`src/rtl/seq_divider_16by8.sv`:
```
// -----------------------------------------------------------------------------
// seq_divider_16by8
//
// Sequential restoring radix-2 divider: a 2W-bit unsigned dividend divided by
// a W-bit unsigned divisor, one quotient bit per clock. It is used to recover
// multiplier operands from products (product / A -> B, remainder 0).
//
// Handshake (both sides): a transfer happens on a rising edge where valid and
// ready are both high. The source holds its data and valid until that edge;
// the sink's ready never depends combinationally on valid.
//
// Ports
//   clk          system clock, rising edge
//   rst          synchronous, active-high reset
//   in_valid     operand pair valid
//   in_ready     block can accept operands (high only in IDLE)
//   dividend     2W-bit unsigned numerator
//   divisor      W-bit unsigned denominator
//   out_valid    result valid (high only in DONE)
//   out_ready    consumer accepts result
//   quotient     W-bit quotient ({W{1}} on any error)
//   remainder    W-bit remainder
//   div_by_zero  divisor was zero
//   overflow     true quotient does not fit in W bits
//
// Latency from the accepting edge N: out_valid rises after edge N+W+1 for a
// normal divide and after edge N+1 for an error case.
// -----------------------------------------------------------------------------
module seq_divider_16by8 #(
  parameter int W = 8
) (
  input  logic           clk,
  input  logic           rst,
  input  logic           in_valid,
  output logic           in_ready,
  input  logic [2*W-1:0] dividend,
  input  logic [W-1:0]   divisor,
  output logic           out_valid,
  input  logic           out_ready,
  output logic [W-1:0]   quotient,
  output logic [W-1:0]   remainder,
  output logic           div_by_zero,
  output logic           overflow
);

  localparam int CW = (W > 1) ? $clog2(W) : 1;

  typedef enum logic [1:0] {
    IDLE = 2'd0,
    CALC = 2'd1,
    DONE = 2'd2
  } state_t;

  state_t state;
  state_t state_next;

  // Working registers. The partial remainder is stored in W bits: after every
  // restoring step it is strictly below the divisor, so its MSB would always
  // be zero. The W+1-bit shifted value only exists combinationally.
  logic [W-1:0]  r;
  logic [W-1:0]  shreg;       // remaining low dividend bits, MSB first
  logic [W-1:0]  q;           // quotient bits collected so far
  logic [W-1:0]  dvs;         // captured divisor
  logic [CW-1:0] cnt;
  logic          last;        // next CALC cycle publishes the result
  logic          dbz_p;
  logic          ovf_p;

  logic          accept;
  logic [W:0]    r_shift;
  logic [W-1:0]  r_diff;
  logic          q_bit;

  assign accept  = in_valid && (state == IDLE);

  // One restoring step: shift in the next dividend bit, subtract if it fits.
  // When q_bit is 1 the true difference is below 2^W, so the W-bit modular
  // subtraction is exact.
  assign r_shift = {r, shreg[W-1]};
  assign q_bit   = (r_shift >= {1'b0, dvs});
  assign r_diff  = r_shift[W-1:0] - dvs;

  // State register
  always_ff @(posedge clk) begin
    if (rst) begin
      state <= IDLE;
    end else begin
      state <= state_next;
    end
  end

  // Next-state logic. Error cases also pass through CALC for exactly one
  // cycle (with last preset) so they share the result-publish path.
  always_comb begin
    state_next = state;
    case (state)
      IDLE:    if (accept)    state_next = CALC;
      CALC:    if (last)      state_next = DONE;
      DONE:    if (out_ready) state_next = IDLE;
      default:                state_next = IDLE;
    endcase
  end

  // Outputs decoded from state
  always_comb begin
    in_ready  = 1'b0;
    out_valid = 1'b0;
    case (state)
      IDLE:    in_ready  = 1'b1;
      DONE:    out_valid = 1'b1;
      default: ;
    endcase
  end

  // Datapath
  always_ff @(posedge clk) begin
    if (rst) begin
      r           <= '0;
      shreg       <= '0;
      q           <= '0;
      dvs         <= '0;
      cnt         <= '0;
      last        <= 1'b0;
      dbz_p       <= 1'b0;
      ovf_p       <= 1'b0;
      quotient    <= '0;
      remainder   <= '0;
      div_by_zero <= 1'b0;
      overflow    <= 1'b0;
    end else begin
      case (state)
        IDLE: begin
          if (accept) begin
            dvs   <= divisor;
            shreg <= dividend[W-1:0];
            cnt   <= CW'(W - 1);
            if (divisor == '0) begin
              last  <= 1'b1;
              dbz_p <= 1'b1;
              ovf_p <= 1'b0;
              q     <= '1;
              r     <= dividend[W-1:0];
            end else if (dividend[2*W-1:W] >= divisor) begin
              last  <= 1'b1;
              dbz_p <= 1'b0;
              ovf_p <= 1'b1;
              q     <= '1;
              r     <= '0;
            end else begin
              last  <= 1'b0;
              dbz_p <= 1'b0;
              ovf_p <= 1'b0;
              q     <= '0;
              r     <= dividend[2*W-1:W];
            end
          end
        end
        CALC: begin
          if (last) begin
            quotient    <= q;
            remainder   <= r;
            div_by_zero <= dbz_p;
            overflow    <= ovf_p;
            last        <= 1'b0;
          end else begin
            r     <= q_bit ? r_diff : r_shift[W-1:0];
            shreg <= {shreg[W-2:0], 1'b0};
            q     <= {q[W-2:0], q_bit};
            cnt   <= cnt - 1'b1;
            if (cnt == '0) begin
              last <= 1'b1;
            end
          end
        end
        default: ;  // DONE: result registers hold until the next publish
      endcase
    end
  end

endmodule
```
`config.mk`:
```
export PLATFORM = sky130hd
export DESIGN_NAME = seq_divider_16by8
export DESIGN_NICKNAME = d
export VERILOG_FILES = /design/src/rtl/seq_divider_16by8.sv
export SDC_FILE = /design/constraint.sdc
export NUM_CORES = 1
export LEC_CHECK = 0
export ABC_AREA = 1
export CAP_MARGIN = 20
export CORE_MARGIN = 10
export CORE_UTILIZATION = 54
export DETAILED_ROUTE_END_ITERATION = 8
export PLACE_DENSITY_LB_ADDON = 0.1
export SLEW_MARGIN = 10
export SYNTH_ARGS = -nofsm -noshare
export SYNTH_HDL_FRONTEND = slang
export SYNTH_SLANG_ARGS = --single-unit
```
`constraint.sdc`:
```
create_clock -name clk -period 1.89 [get_ports clk]
set_input_delay 0.2835 -clock clk [delete_from_list [all_inputs] [get_ports clk]]
set_output_delay 0.2835 -clock clk [all_outputs]
set_load 0.005 [all_outputs]
```
==> flow_metrics.env, run 1 <==
export IMPL_final_max_slew_viol_count=0
export IMPL_worstSkewPairLatency_ns=0.33
export IMPL_hold_start="quotient[1]"
export IMPL_tightest_slew_ns=0.380
export IMPL_vias_per_cell=5.41
export IMPL_cp_startpoint="r[3]"
export IMPL_finalHoldViolations=0
export IMPL_hold_path_class="flop to flop"
export IMPL_cts_htree_levels=3
export IMPL_drtAntennaViolNets=0
export IMPL_final_cell_mix="nand2_1, a21oi_1, dfxtp_1"
export IMPL_layout_nets=552
export IMPL_max_vdd_ir_drop_v=0.000559
export IMPL_grt_max_degree=34
export IMPL_core_um2=5570
export IMPL_slew_limit_headroom_pct=74.6
export IMPL_numClockSinks=58
export IMPL_finalCriticalPeriod_ns=1.81
export IMPL_outcome="complete, no violations"
export IMPL_vias=3149
export IMPL_finalCritPeriodShare_pct=96.0
export IMPL_yosysSeqAreaShare_pct=36.9
export IMPL_wl_mm=8.26
export IMPL_fmax_ghz=0.551
export IMPL_fillers=461
export IMPL_critPathRequiredTime_ns=2.11
export IMPL_clockBufferDepth=2
export IMPL_regArea_um2=1170
export IMPL_dieArea_um2=9270
export IMPL_power_density_nw_per_um2=944
export IMPL_rows=27
export IMPL_root_buffer="clkbuf_8"
export IMPL_fin_cells=582
export IMPL_grt_pass1_wl_mm=13.4
export IMPL_syn_to_final_growth_pct=32.4
export IMPL_drt_iter0_markers=137
export IMPL_numCtsBuffers=9
export IMPL_portBuffers=47
export IMPL_mostFrequentLayoutCell="nand2_1"
export IMPL_critPathKind="flop to flop"
export IMPL_rsz0062_at_grt="true"
export IMPL_start_util_pct=56.4
export IMPL_crit_arrival_ns=2.04
export IMPL_ys_ff_latch=58
export IMPL_antenna_found_initial=0
export IMPL_routedWlPerCell_um=14.2
export IMPL_worstSetupEndpointType="flop"
export IMPL_synth_top_area_share_pct=36.9
export IMPL_setup_tns_ns=0
export IMPL_dr_pass1_iters=4
export IMPL_clkTransAtPathRegs_ns=0.07
export IMPL_dp_slack_ns=-0.215
export IMPL_dp_cells=563
export IMPL_grt_overflow=0
export IMPL_fin_skew_ns=0.00753
export IMPL_worstReg2RegStart="r[3]"
export IMPL_grt_pass1_vias=3006
export IMPL_ys_top_cells_by_area="dfxtp_1, nand2_1, a21oi_1, ha_1, inv_1"
export IMPL_ioPinCount=48
export IMPL_worstSetupStartpointType="flop"
export IMPL_setup_viol=0
export IMPL_cap_violations=0
export IMPL_drc=0
export IMPL_cts_tree="built"
export IMPL_die_x_um=96.3
export IMPL_ys_warnings_count=0
export IMPL_synth_cells=434
export IMPL_yosysUniqueCellTypes=34
export IMPL_hpwl_mm=6.06
export IMPL_die_h_um=96.3
export IMPL_grt_use_total_pct=18.1
export IMPL_globalplace_congestion=0.880
export IMPL_syn_area_um2=3140
export IMPL_yosys_area_top_type="dfxtp_1"
export IMPL_syn_avg_cell_area_um2=7.24
export IMPL_antenna_cells=0
export IMPL_drive_gt1_share_pct=17.5
export IMPL_syn_num_nets=481
export IMPL_multiInputGateArea_um2=1780
export IMPL_p_leak_uw=0.00182
export IMPL_crit_fanout=13
export IMPL_fin_ws_ns=0.0755
[stage by stage]
step           power, µW  area, µm²  util [%]  hold slack, ns
2_1_floorplan       2330       3140         -           0.424
4_1_cts             3770       4010      71.9           0.462
5_1_grt             4140       4160      74.7           0.485
3_5_place_dp        2650       3810      68.4           0.453
6_report            3930       4160      74.7           0.460
3_3_place_gp        2610       3810      68.4           0.440
[worst paths after layout]
check	to	slack, ns	cells past startpoint
worst max-delay path	r[5]	0.08	8
worst min register to register	quotient[1]	0.46	2
worst max register to register	r[5]	0.08	8
worst min-delay path	quotient[1]	0.46	2
[synthesized netlist by cell type]
cell type  count
o211ai_1       2
a21o_1         1
a21oi_2        2
o21bai_1       1
nor3_1         2
nor2_1        23
nor2_2         2
a21oi_1       55
o21ai_0       26
fa_1           1
inv_1         46
clkbuf_1       5
inv_2          5
buf_2         10
dfxtp_1       58
inv_4          1
nand2_1       84
nor2_8         2
buf_8          1
o21ai_1       15
xor2_1         1
a31oi_1       16
nand2_2        5
a221oi_1       1
buf_6          1
nand4_1        4
buf_4          5
nand3_1       32
nand3_2        2
o21ai_2        2
nand2_4        1
xnor2_1        3
ha_1          18
or2_2          1
[layer usage]
layer / vias to the layer above / global-route usage, % / wire length, µm
met5: - / 0 / 0
met4: 0 / 7.14 / 136
met3: 15 / 4.28 / 547
met2: 105 / 30.3 / 3910
met1: 1438 / 21.9 / 3670
li1: 1591 / - / -
[registers in the layout (all words and copies together), names as in the netlist]
signal       cells
dvs              8
q                8
quotient         8
r                8
remainder        8
shreg            8
cnt              3
state            2
dbz_p            1
div_by_zero      1
last             1
overflow         1
ovf_p            1
[where the power goes]
| part | internal [µW] | switching (µW) | total, µW |
|---|---|---|---|
| clock | 640 | 486 | 1130 |
| sequential | 1350 | 96.7 | 1440 |
| combinational | 568 | 793 | 1360 |
[logic make-up after synthesis]
family,share of synthesized area (%)
AND/OR/NAND/NOR,22.8
AO/OA/AOI/OAI,20.8
buffers and inverters,10.5
flip-flops,36.9
adder cells (fa/ha/maj),7.80
XOR/XNOR,1.11
[worst max-delay path: stages (launching register included)]
cell,delay [ns]
dfxtp_1,0.40
ha_4,0.24
a21oi_1,0.27
nand3_4,0.15
nand2_4,0.11
nand2_8,0.09
or2_2,0.29
nand3_1,0.08
a21oi_1,0.07
[final cells by class]
| class | count | area share, % |
|---|---|---|
| Multi-Input combinational cell | 302 | 42.8 |
| Clock inverter | 5 | 1.29 |
| Inverter | 52 | 4.75 |
| Timing Repair Buffer | 82 | 17.6 |
| Tap cell | 72 | 2.16 |
| Sequential cell | 58 | 28.0 |
| Clock buffer | 11 | 3.40 |
[repair_timing]
item,4_1_cts,5_1_grt
resized for setup,0,25
hold buffers,0,0
setup buffers,0,3
endpoints found under the setup margin,0,14
endpoints found under the hold margin,0,0
(Power assumes the default switching activity.)
==> run 2, diff against run 1 <==
- CAP_MARGIN: 20 -> not set
==> results of run 2 <==
Same layout as run 1: the final DEF is identical, and so are final timing and power.
